===== src/rtl/cordic_pkg.sv =====
// Shared types and Q2.22 constants for the CORDIC cosine accelerator front end.
package cordic_pkg;

  localparam logic [23:0] Q22_ONE     = 24'h400000;
  localparam logic [23:0] Q22_HALF_PI = 24'h6487ED;
  localparam logic [23:0] CORDIC_GAIN = 24'h26DD3B;

  typedef struct packed {
    logic       sign;
    logic [7:0] exp;
    logic [22:0] frac;
  } float32_t;

  typedef logic signed [23:0] q22_t;

endpackage


===== src/rtl/cordic_arg_prep_if.sv =====
// Operand/result handshake bundle between the upstream source, cordic_arg_prep and the accelerator wrapper.
interface cordic_arg_prep_if;
  import cordic_pkg::*;

  logic        in_valid;
  logic        in_ready;
  logic [31:0] x_ft;
  logic        out_valid;
  logic        out_ready;
  q22_t        z_fx;
  logic        sat;
  logic        nan;
  logic        busy;

  modport master (
    output in_valid, x_ft, out_ready,
    input  in_ready, out_valid, z_fx, sat, nan, busy
  );

  modport slave (
    input  in_valid, x_ft, out_ready,
    output in_ready, out_valid, z_fx, sat, nan, busy
  );

endinterface


===== src/rtl/fp_align_q22.sv =====
// Scales a float32 mantissa by 2^(exp-135), i.e. x/128 in Q2.22, and flags magnitudes too large to represent.
module fp_align_q22 (
  input  logic                sign,
  input  logic [7:0]          exp,
  input  logic [23:0]         mant24,
  output logic signed [27:0]  a,
  output logic                sat_pre
);

  logic [27:0] m;
  logic [7:0]  rsh;

  always_comb begin
    m       = '0;
    sat_pre = 1'b0;
    rsh     = 8'd135 - exp;
    if (exp >= 8'd138) begin
      sat_pre = 1'b1;
    end else if (exp >= 8'd135) begin
      m = {4'b0000, mant24} << (exp - 8'd135);
    end else if (rsh < 8'd24) begin
      m = {4'b0000, mant24} >> rsh;
    end
    a = sign ? -$signed(m) : $signed(m);
  end

endmodule


===== src/rtl/cordic_arg_prep.sv =====
// Three-stage valid/ready pipeline turning float32 x into the clamped CORDIC angle z = x/128 - OFFSET (Q2.22).
module cordic_arg_prep
  import cordic_pkg::*;
#(
  parameter logic [23:0] OFFSET  = Q22_ONE,
  parameter logic [23:0] Z_LIMIT = Q22_HALF_PI
) (
  input logic              clk,
  input logic              reset,
  input logic              clk_en,
  cordic_arg_prep_if.slave bus
);

  localparam logic signed [27:0] OFFSET_X = {{4{OFFSET[23]}}, OFFSET};
  localparam logic signed [27:0] LIM_P    = {4'b0000, Z_LIMIT};
  localparam logic signed [27:0] LIM_N    = -LIM_P;

  float32_t xf;
  logic v1, v2, v3;
  logic load1, load2, load3;

  logic        s1_sign, s1_nan;
  logic [7:0]  s1_exp;
  logic [23:0] s1_mant;

  logic signed [27:0] al_a;
  logic               al_sat;

  logic               s2_sign, s2_nan, s2_sat_pre;
  logic signed [27:0] s2_a;

  logic signed [27:0] d;
  q22_t               z_nx;
  logic               sat_nx;

  q22_t z_q;
  logic sat_q, nan_q;

  assign xf = bus.x_ft;

  // A stage may load when empty or when its contents move on this cycle.
  assign load3 = clk_en & (~v3 | bus.out_ready);
  assign load2 = clk_en & (~v2 | load3);
  assign load1 = clk_en & (~v1 | load2);

  assign bus.in_ready  = load1;
  assign bus.out_valid = v3;
  assign bus.z_fx      = z_q;
  assign bus.sat       = sat_q;
  assign bus.nan       = nan_q;
  assign bus.busy      = v1 | v2 | v3;

  // S1: unpack; zero/subnormal operands collapse to +0.
  always_ff @(posedge clk or negedge reset) begin
    if (!reset) begin
      v1      <= 1'b0;
      s1_sign <= 1'b0;
      s1_nan  <= 1'b0;
      s1_exp  <= '0;
      s1_mant <= '0;
    end else if (load1) begin
      v1 <= bus.in_valid;
      if (bus.in_valid) begin
        s1_sign <= xf.sign & (xf.exp != 8'h00);
        s1_exp  <= xf.exp;
        s1_mant <= (xf.exp == 8'h00) ? '0 : {1'b1, xf.frac};
        s1_nan  <= (xf.exp == 8'hFF) && (xf.frac != '0);
      end
    end
  end

  fp_align_q22 u_align (
    .sign    (s1_sign),
    .exp     (s1_exp),
    .mant24  (s1_mant),
    .a       (al_a),
    .sat_pre (al_sat)
  );

  always_ff @(posedge clk or negedge reset) begin
    if (!reset) begin
      v2         <= 1'b0;
      s2_a       <= '0;
      s2_sign    <= 1'b0;
      s2_nan     <= 1'b0;
      s2_sat_pre <= 1'b0;
    end else if (load2) begin
      v2 <= v1;
      if (v1) begin
        s2_a       <= al_a;
        s2_sign    <= s1_sign;
        s2_nan     <= s1_nan;
        s2_sat_pre <= al_sat;
      end
    end
  end

  // S3: offset and clamp; NaN takes priority over any saturation.
  always_comb begin
    d      = s2_a - OFFSET_X;
    z_nx   = d[23:0];
    sat_nx = 1'b0;
    if (s2_nan) begin
      z_nx = '0;
    end else if (s2_sat_pre) begin
      z_nx   = s2_sign ? LIM_N[23:0] : Z_LIMIT;
      sat_nx = 1'b1;
    end else if (d > LIM_P) begin
      z_nx   = Z_LIMIT;
      sat_nx = 1'b1;
    end else if (d < LIM_N) begin
      z_nx   = LIM_N[23:0];
      sat_nx = 1'b1;
    end
  end

  always_ff @(posedge clk or negedge reset) begin
    if (!reset) begin
      v3    <= 1'b0;
      z_q   <= '0;
      sat_q <= 1'b0;
      nan_q <= 1'b0;
    end else if (load3) begin
      v3 <= v2;
      if (v2) begin
        z_q   <= z_nx;
        sat_q <= sat_nx;
        nan_q <= s2_nan;
      end
    end
  end

endmodule

===== src/flat_wrapper.sv =====
// flat-port wrapper written by rule: the top's interface ports become plain ports
module cordic_arg_prep_flat import cordic_pkg::*;
#(
  parameter logic [23:0] OFFSET  = Q22_ONE,
  parameter logic [23:0] Z_LIMIT = Q22_HALF_PI
)
  (clk, reset, clk_en, bus_in_valid, bus_x_ft, bus_out_ready, bus_in_ready, bus_out_valid, bus_z_fx, bus_sat, bus_nan, bus_busy);
  cordic_arg_prep_if bus_i ();
  input logic clk;
  input logic reset;
  input logic clk_en;
  input wire logic [$bits(bus_i.in_valid)-1:0] bus_in_valid;
  input wire logic [$bits(bus_i.x_ft)-1:0] bus_x_ft;
  input wire logic [$bits(bus_i.out_ready)-1:0] bus_out_ready;
  output wire logic [$bits(bus_i.in_ready)-1:0] bus_in_ready;
  output wire logic [$bits(bus_i.out_valid)-1:0] bus_out_valid;
  output wire logic [$bits(bus_i.z_fx)-1:0] bus_z_fx;
  output wire logic [$bits(bus_i.sat)-1:0] bus_sat;
  output wire logic [$bits(bus_i.nan)-1:0] bus_nan;
  output wire logic [$bits(bus_i.busy)-1:0] bus_busy;
  assign bus_i.in_valid = bus_in_valid;
  assign bus_i.x_ft = bus_x_ft;
  assign bus_i.out_ready = bus_out_ready;
  assign bus_in_ready = bus_i.in_ready;
  assign bus_out_valid = bus_i.out_valid;
  assign bus_z_fx = bus_i.z_fx;
  assign bus_sat = bus_i.sat;
  assign bus_nan = bus_i.nan;
  assign bus_busy = bus_i.busy;
  cordic_arg_prep #(.OFFSET(OFFSET), .Z_LIMIT(Z_LIMIT)) u_core (.clk(clk), .reset(reset), .clk_en(clk_en), .bus(bus_i));
endmodule

===== config.mk =====
export PLATFORM = sky130hd
export DESIGN_NAME = cordic_arg_prep_flat
export DESIGN_NICKNAME = d
export VERILOG_FILES = /design/src/rtl/cordic_pkg.sv /design/src/rtl/cordic_arg_prep_if.sv /design/src/rtl/fp_align_q22.sv /design/src/rtl/cordic_arg_prep.sv /design/src/flat_wrapper.sv
export SDC_FILE = /design/constraint.sdc
export NUM_CORES = 1
export LEC_CHECK = 0
export BUFFER_PORTS_ARGS = -buffer_cell sky130_fd_sc_hd__buf_2
export CAP_MARGIN = 25
export CORE_ASPECT_RATIO = 2
export CORE_MARGIN = 4
export CORE_UTILIZATION = 43
export CTS_BUF_LIST = sky130_fd_sc_hd__clkbuf_4 sky130_fd_sc_hd__clkbuf_8 sky130_fd_sc_hd__clkbuf_16
export DETAILED_ROUTE_END_ITERATION = 12
export GPL_TIMING_DRIVEN = 1
export PLACE_DENSITY = 0.67
export SLEW_MARGIN = 20
export SYNTH_ARGS = -nofsm -noshare
export SYNTH_HDL_FRONTEND = slang
export SYNTH_SLANG_ARGS = --single-unit

===== constraint.sdc =====
create_clock -name clk -period 3.6 [get_ports clk]
set_clock_uncertainty 0.2 [all_clocks]
set_input_delay 0 -clock clk [delete_from_list [all_inputs] [get_ports clk]]
set_output_delay 0 -clock clk [all_outputs]
set_load 0.02 [all_outputs]

; ---- Word level (Yosys, flattened, before mapping)
; Index checks and enable logic that the tools add are counted.
[classes]
n_reduce_logical = 7
shift = 2
n_bitwise = 12
n_mux = 15
n_addsub = 4
n_eq_ne = 1
order_cmp = 5
[ops]
columns = operator, count
row1 = 2-to-1 mux 24 bit, 6
row2 = 2-to-1 mux 28 bit, 4
row3 = > comparator 28 x 24 -> 1 bit (second input constant), 1
row4 = less-than comparator 28 x 24 -> 1 bit (second input constant), 1
row5 = negation 28 bit, 1
row6 = left shift 24 x 8 -> 28 bit, 1
row7 = >> shifter 24 x 8 -> 28 bit, 1
row8 = subtractor 28 x 24 -> 28 bit (second input constant), 1
row9 = nonzero test 23 bit, 1
row10 = >= comparator 8 bit (second input constant), 2
row11 = equality test 8 bit (second input constant), 1
row12 = zero test 8 bit, 1
row13 = less-than comparator 8 x 5 -> 1 bit (second input constant), 1
row14 = nonzero test 8 bit, 1
row15 = subtractor 8 bit (first input constant), 1
row16 = subtractor 8 bit (second input constant), 1
row17 = AND reduction 2 bit, 3
row18 = 2-to-1 mux 1 bit, 5
row19 = bitwise OR 1 bit, 5
row20 = bitwise AND 1 bit, 4
row21 = NOT 1 bit, 3
row22 = logical AND 1 bit, 1
[totals]
reg_bits = 94
wordCells = 60
out_inout_bits = 29
in_bits = 37

; ---- Logic depth before layout (Yosys ltp)
[logic_depth]
depth_word = 8
mapped_depth = 16

; ---- By module
; Synthesis repeated with hierarchy kept, for this count alone.
[unflattened]
cells_unflattened = 937
hier_area_um2 = 8879.8
[by_module_without_submodules]
columns = module, cells_each, instances, seq_area_each_um2, area_each_um2
row1 = fp_align_q22, 608, 1, 0.0, 4857.2
row2 = cordic_arg_prep, 329, 1, 2352.3, 4022.6

; ---- Worst setup path after synthesis
; OpenSTA, ideal clock, no wires.
[synth_timing]
path_kind = reg2reg
from = reg u_core.s1_exp[3]
to = reg u_core.s2_a[23]
period_less_slack_ns = 3.861
setup_slack_ns = -0.261
n_path_buf = 2
arrival_time_ns = 3.530
setup_time_ns = 0.131
stages_incl_launch_ff = 15
path_cell_list = dfrtp_1 > buf_2 > inv_2 > clkbuf_1 > ha_1 > nand4_1 > and3b_1 > o41ai_1 > nor3_1 > nor4_1 > and3b_1 > nand4_4 > o31ai_1 > xnor2_1 > o21ai_1
[synth_between]
elab_chain_len = 7
[synth_rtl]
columns = item, line_no
row1 = from (decl), cordic_arg_prep.sv:23  ; logic [7:0] s1_exp;
row2 = from (signal assigned), cordic_arg_prep.sv:65  ; s1_exp <= xf.exp;
row3 = subtractor 8 bit, fp_align_q22.sv:16  ; rsh = 8'd135 - exp;
row4 = >> shifter 24 x 8 -> 28 bit or less-than comparator 8 x 5 -> 1 bit (tied branches), "fp_align_q22.sv:22, fp_align_q22.sv:21"
row5 = 2-to-1 mux 28 bit, fp_align_q22.sv:21  ; end else if (rsh < 8'd24) begin
row6 = 2-to-1 mux 28 bit, fp_align_q22.sv:19  ; end else if (exp >= 8'd135) begin
row7 = 2-to-1 mux 28 bit (*), fp_align_q22.sv:17  ; if (exp >= 8'd138) begin
row8 = negation 28 bit, fp_align_q22.sv:24  ; a = sign ? -$signed(m) : $signed(m);
row9 = 2-to-1 mux 28 bit (*), fp_align_q22.sv:24
row10 = to (signal assigned), cordic_arg_prep.sv:90  ; s2_a <= al_a;
row11 = to (decl), cordic_arg_prep.sv:30  ; logic signed [27:0] s2_a;
; Every way passes the cells marked *; elsewhere a longest branch is shown, timed or not.
; A chain may end at the register's enable or synchronous reset.

; ---- Final worst setup path
[layout_timing]
from = reg u_core.s1_exp[0]
to = reg u_core.s2_a[27]
; Same word-level chain as after synthesis.

==> impl_metrics.py <==
metrics = {
    "detailed_routing": {
        "top_layer_used": "met5",
        "dr_total_vias": 9194,
        "dr.pass1.iters": 5,
        "viasPerCell": 6.09,
        "drtIter0Drc": 544,
        "ant_nets": 0,
        "wl_met1_um": 10500,
        "met2RoutedLength_um": 19600,
        "drt-wirelength-per-cell_um": 23.4,
        "drcViolationCount": 0,
        "wl_met3_um": 1600,
        "drt-total-wl_um": 35300,
    },
    "timing": {
        "slew_headroom_pct": 26.0,
        "grt_setup_unrepaired": "true",
        "setup_viol": 20,
        "min_period_ns": 3.86,
        "setup_slack_ns": -0.264,
        "period_share_pct": 107,
        "fmax_mhz": 259,
        "maxSlewViolCount": 0,
        "setup_tns_ns": -2.73,
        "hold_viol_final": 0,
        "tightest_slew_ns": 1.11,
    },
    "critical_path": {
        "r2r_cells": 15,
        "critPathLaunchType": "flip-flop",
        "path_max_fanout": 7,
        "cp.required_ns": 3.65,
        "r2r-start": "u_core.s1_exp[0]",
        "crit_path_end_kind": "flip-flop",
        "critical_path_class": "reg -> reg",
        "r2r_slack_ns": -0.26,
        "crit_arrival_ns": 3.91,
        "r2r-end": "u_core.s2_a[27]",
    },
    "clock_network": {
        "clock_latency_ns": 0.36,
        "cts_sinks": 94,
        "cts_root_buf": "clkbuf_16",
        "cts_tree": "yes",
        "clockBufferDepth": 2,
        "numCtsBuffers": 9,
        "cts_htree_levels": 3,
        "clk_pin_slew_ns": 0.07,
    },
    "synthesis": {
        "synth_edf_count": 0,
        "synthArstFlopShare_pct": 100,
        "syn-num-nets": 1006,
        "ys_seq_area_share_pct": 27.3,
        "syn_inst": 960,
        "synth_area_leaders": "dfrtp_1 27%, mux4_2 9.2%, mux2i_1 5.0%",
        "netlist_top_cells_count": "114 x nand2_1, 94 x dfrtp_1, 66 x o21ai_0",
        "synth_top_area_share_pct": 27.3,
        "synth_flop_cell": "dfrtp_1",
        "syn_area_mm2": 0.00860,
        "synth_seq_cells": 94,
        "yosys_warnings": 0,
        "ys_types": 90,
        "synth_top_area_cell": "dfrtp_1",
        "synth.avg_cell_area_um2": 8.96,
        "synth_most_common_cell": "nand2_1",
    },
    "pwr": {
        "clkPwrFrac_pct": 12.0,
        "ir_drop_v": 0.000294,
        "p_switching_mw": 3.63,
        "p_total_mw": 7.84,
        "switching_share_pct": 46.3,
        "power_density_mw_per_mm2": 649,
        "seqPwrFrac_pct": 21.8,
        "cellLeakagePower_nw": 5.26,
        "p_int_mw": 4.21,
        "combPwrFrac_pct": 66.2,
    },
    "floorplanning": {
        "ios": 66,
        "fp.coreArea_mm2": 0.0198,
        "die_h_um": 208,
        "die_area_mm2": 0.0225,
        "start_util_pct": 43.4,
        "num_rows": 73,
        "dieWidth_um": 108,
    },
    "run": {
        "drv_cap": 0,
    },
    "placed_design": {
        "pre_cts_slack_ns": -0.499,
        "portBuffers": 65,
        "place_hpwl_um": 27400,
        "globalplace.congestion": 1.08,
    },
    "global_routing": {
        "first_global_vias": 9504,
        "antenna_found_initial": 1,
        "grt-ovfl-total": 0,
        "grt_pass1_wl_um": 53900,
        "grt_use_total_pct": 31.7,
        "grt_max_degree": 72,
    },
    "layout": {
        "post-route-util_pct": 60.9,
        "fill_cells": 1752,
        "nets": 1288,
        "drive_above_1_share_pct": 39.2,
        "synthToLayoutAreaGrowth_pct": 40.3,
        "diodes": 0,
    },
    "run_status": {
        "outcome": "finished with violations",
        "violations": "setup timing",
    },
    "min_path": {
        "min_path_type": "in -> async",
    },
}
cell usage in the layout (no fill, tap or decap), types with 10 or more instances in the layout:
master,count
nor3_1,16
o22ai_1,12
xor2_1,14
o21ai_1,23
a31oi_1,15
mux4_2,35
inv_1,19
xnor2_1,16
a21oi_1,53
buf_4,226
nand2b_1,10
buf_6,12
mux2i_1,39
a22o_1,27
dfrtp_1,92
clkbuf_16,10
nor4_1,13
nand2_1,109
nand4_1,14
dlygate4sd3_1,39
nor2_1,37
o21ai_0,60
nand3_1,25
buf_2,64
buf_12,10
mux2_2,34
worst max-delay path by stage:
stage / from / slack (ns) / end / depth (start not counted)
2_1_floorplan: u_core.s1_exp[3] / 0.003 / u_core.s2_a[13] / 14
3_5_place_dp: u_core.s1_exp[0] / -0.50 / u_core.s2_a[27] / 13
5_1_grt: u_core.s1_exp[0] / -0.37 / u_core.s2_a[27] / 15
6_report: u_core.s1_exp[0] / -0.26 / u_core.s2_a[27] / 15
3_3_place_gp: u_core.s1_exp[0] / -0.40 / u_core.s2_a[27] / 13
4_1_cts: u_core.s1_exp[0] / -0.24 / u_core.s2_a[27] / 13
routing by layer:
| layer | track usage (%) | up-vias |
|---|---|---|
| met2 | 59.9 | 372 |
| met5 | 0 | - |
| met1 | 28.2 | 4423 |
| met4 | 25.5 | 2 |
| met3 | 5.22 | 167 |
| li1 | - | 4230 |
registers in the layout, summed over array words and instances (netlist names):
signal and count:
u_core.bus.nan 1, u_core.s1_nan 1, u_core.s2_sat_pre 1, u_core.v1 1, u_core.bus.sat 1, u_core.bus.out_valid 1, u_core.bus.z_fx 24, u_core.s1_sign 1
u_core.s1_mant 24, u_core.s2_nan 1, u_core.s2_a 28, u_core.v2 1, u_core.s2_sign 1, u_core.s1_exp 8
cell families (layout without fill, tap and decap cells):
| kind of cell | after synthesis | count (layout) | share of synthesized area [%] |
|---|---|---|---|
| adders and majority gates | 9 | 9 | 1.31 |
| DFF | 94 | 94 | 27.3 |
| AOI/OAI and AO/OA | 304 | 304 | 24.5 |
| xor gates and xnor gates | 34 | 34 | 3.81 |
| and+or+nand+nor | 293 | 294 | 17.7 |
| buffers and inverters | 106 | 392 | 5.64 |
| muxes | 120 | 120 | 19.7 |
critical path, cell delays in order (launching register included):
cell,delay [ns]
dfrtp_2,0.44
ha_4,0.31
buf_12,0.13
buf_6,0.09
mux4_2,0.53
mux2i_1,0.18
o32ai_1,0.09
nor4b_1,0.33
buf_4,0.19
nor4_4,0.04
nor4_4,0.19
buf_4,0.18
nand4_4,0.18
o41ai_4,0.38
xor2_1,0.18
o21ai_1,0.07
power groups by stage:
stage / combinational [mW] / clock (mW) / sequential (mW)
after floorplan: 2.57 / 0 / 1.75
after global placement: 4.44 / 0 / 1.70
after detailed placement: 4.49 / 0 / 1.71
after CTS: 4.72 / 0.958 / 1.69
after global routing: 5.55 / 0.993 / 1.74
final: 5.19 / 0.943 / 1.71
layout make-up:
cell class,count,area [um2],share of cell area (%)
Timing Repair Buffer,353,2800,23.2
Inverter,23,86.3,0.715
Clock buffer,12,248,2.05
Multi-Input combinational cell,761,6230,51.6
Clock inverter,4,31.3,0.259
Tap cell,262,328,2.72
Sequential cell,94,2350,19.5
through the flow:
stage	cells	hold WS, ns	cell area (um2)
floorplan	960	-0.496	8640
detailed placement	1430	-0.0251	10600
global route	1509	0.211	12100
CTS	1496	0.133	11600
global placement	1430	-0.0252	10600
finish	1509	0.115	12100
what timing repair did:
item                                    4_1_cts  5_1_grt
pin swaps                                    20       39
hold endpoints to repair                    106        0
buffers inserted                             10       12
resized for setup                            38       68
cloned                                        1        1
endpoints found under the setup margin       23       33
hold buffers                                 39        0
(Power assumes the default switching activity.)
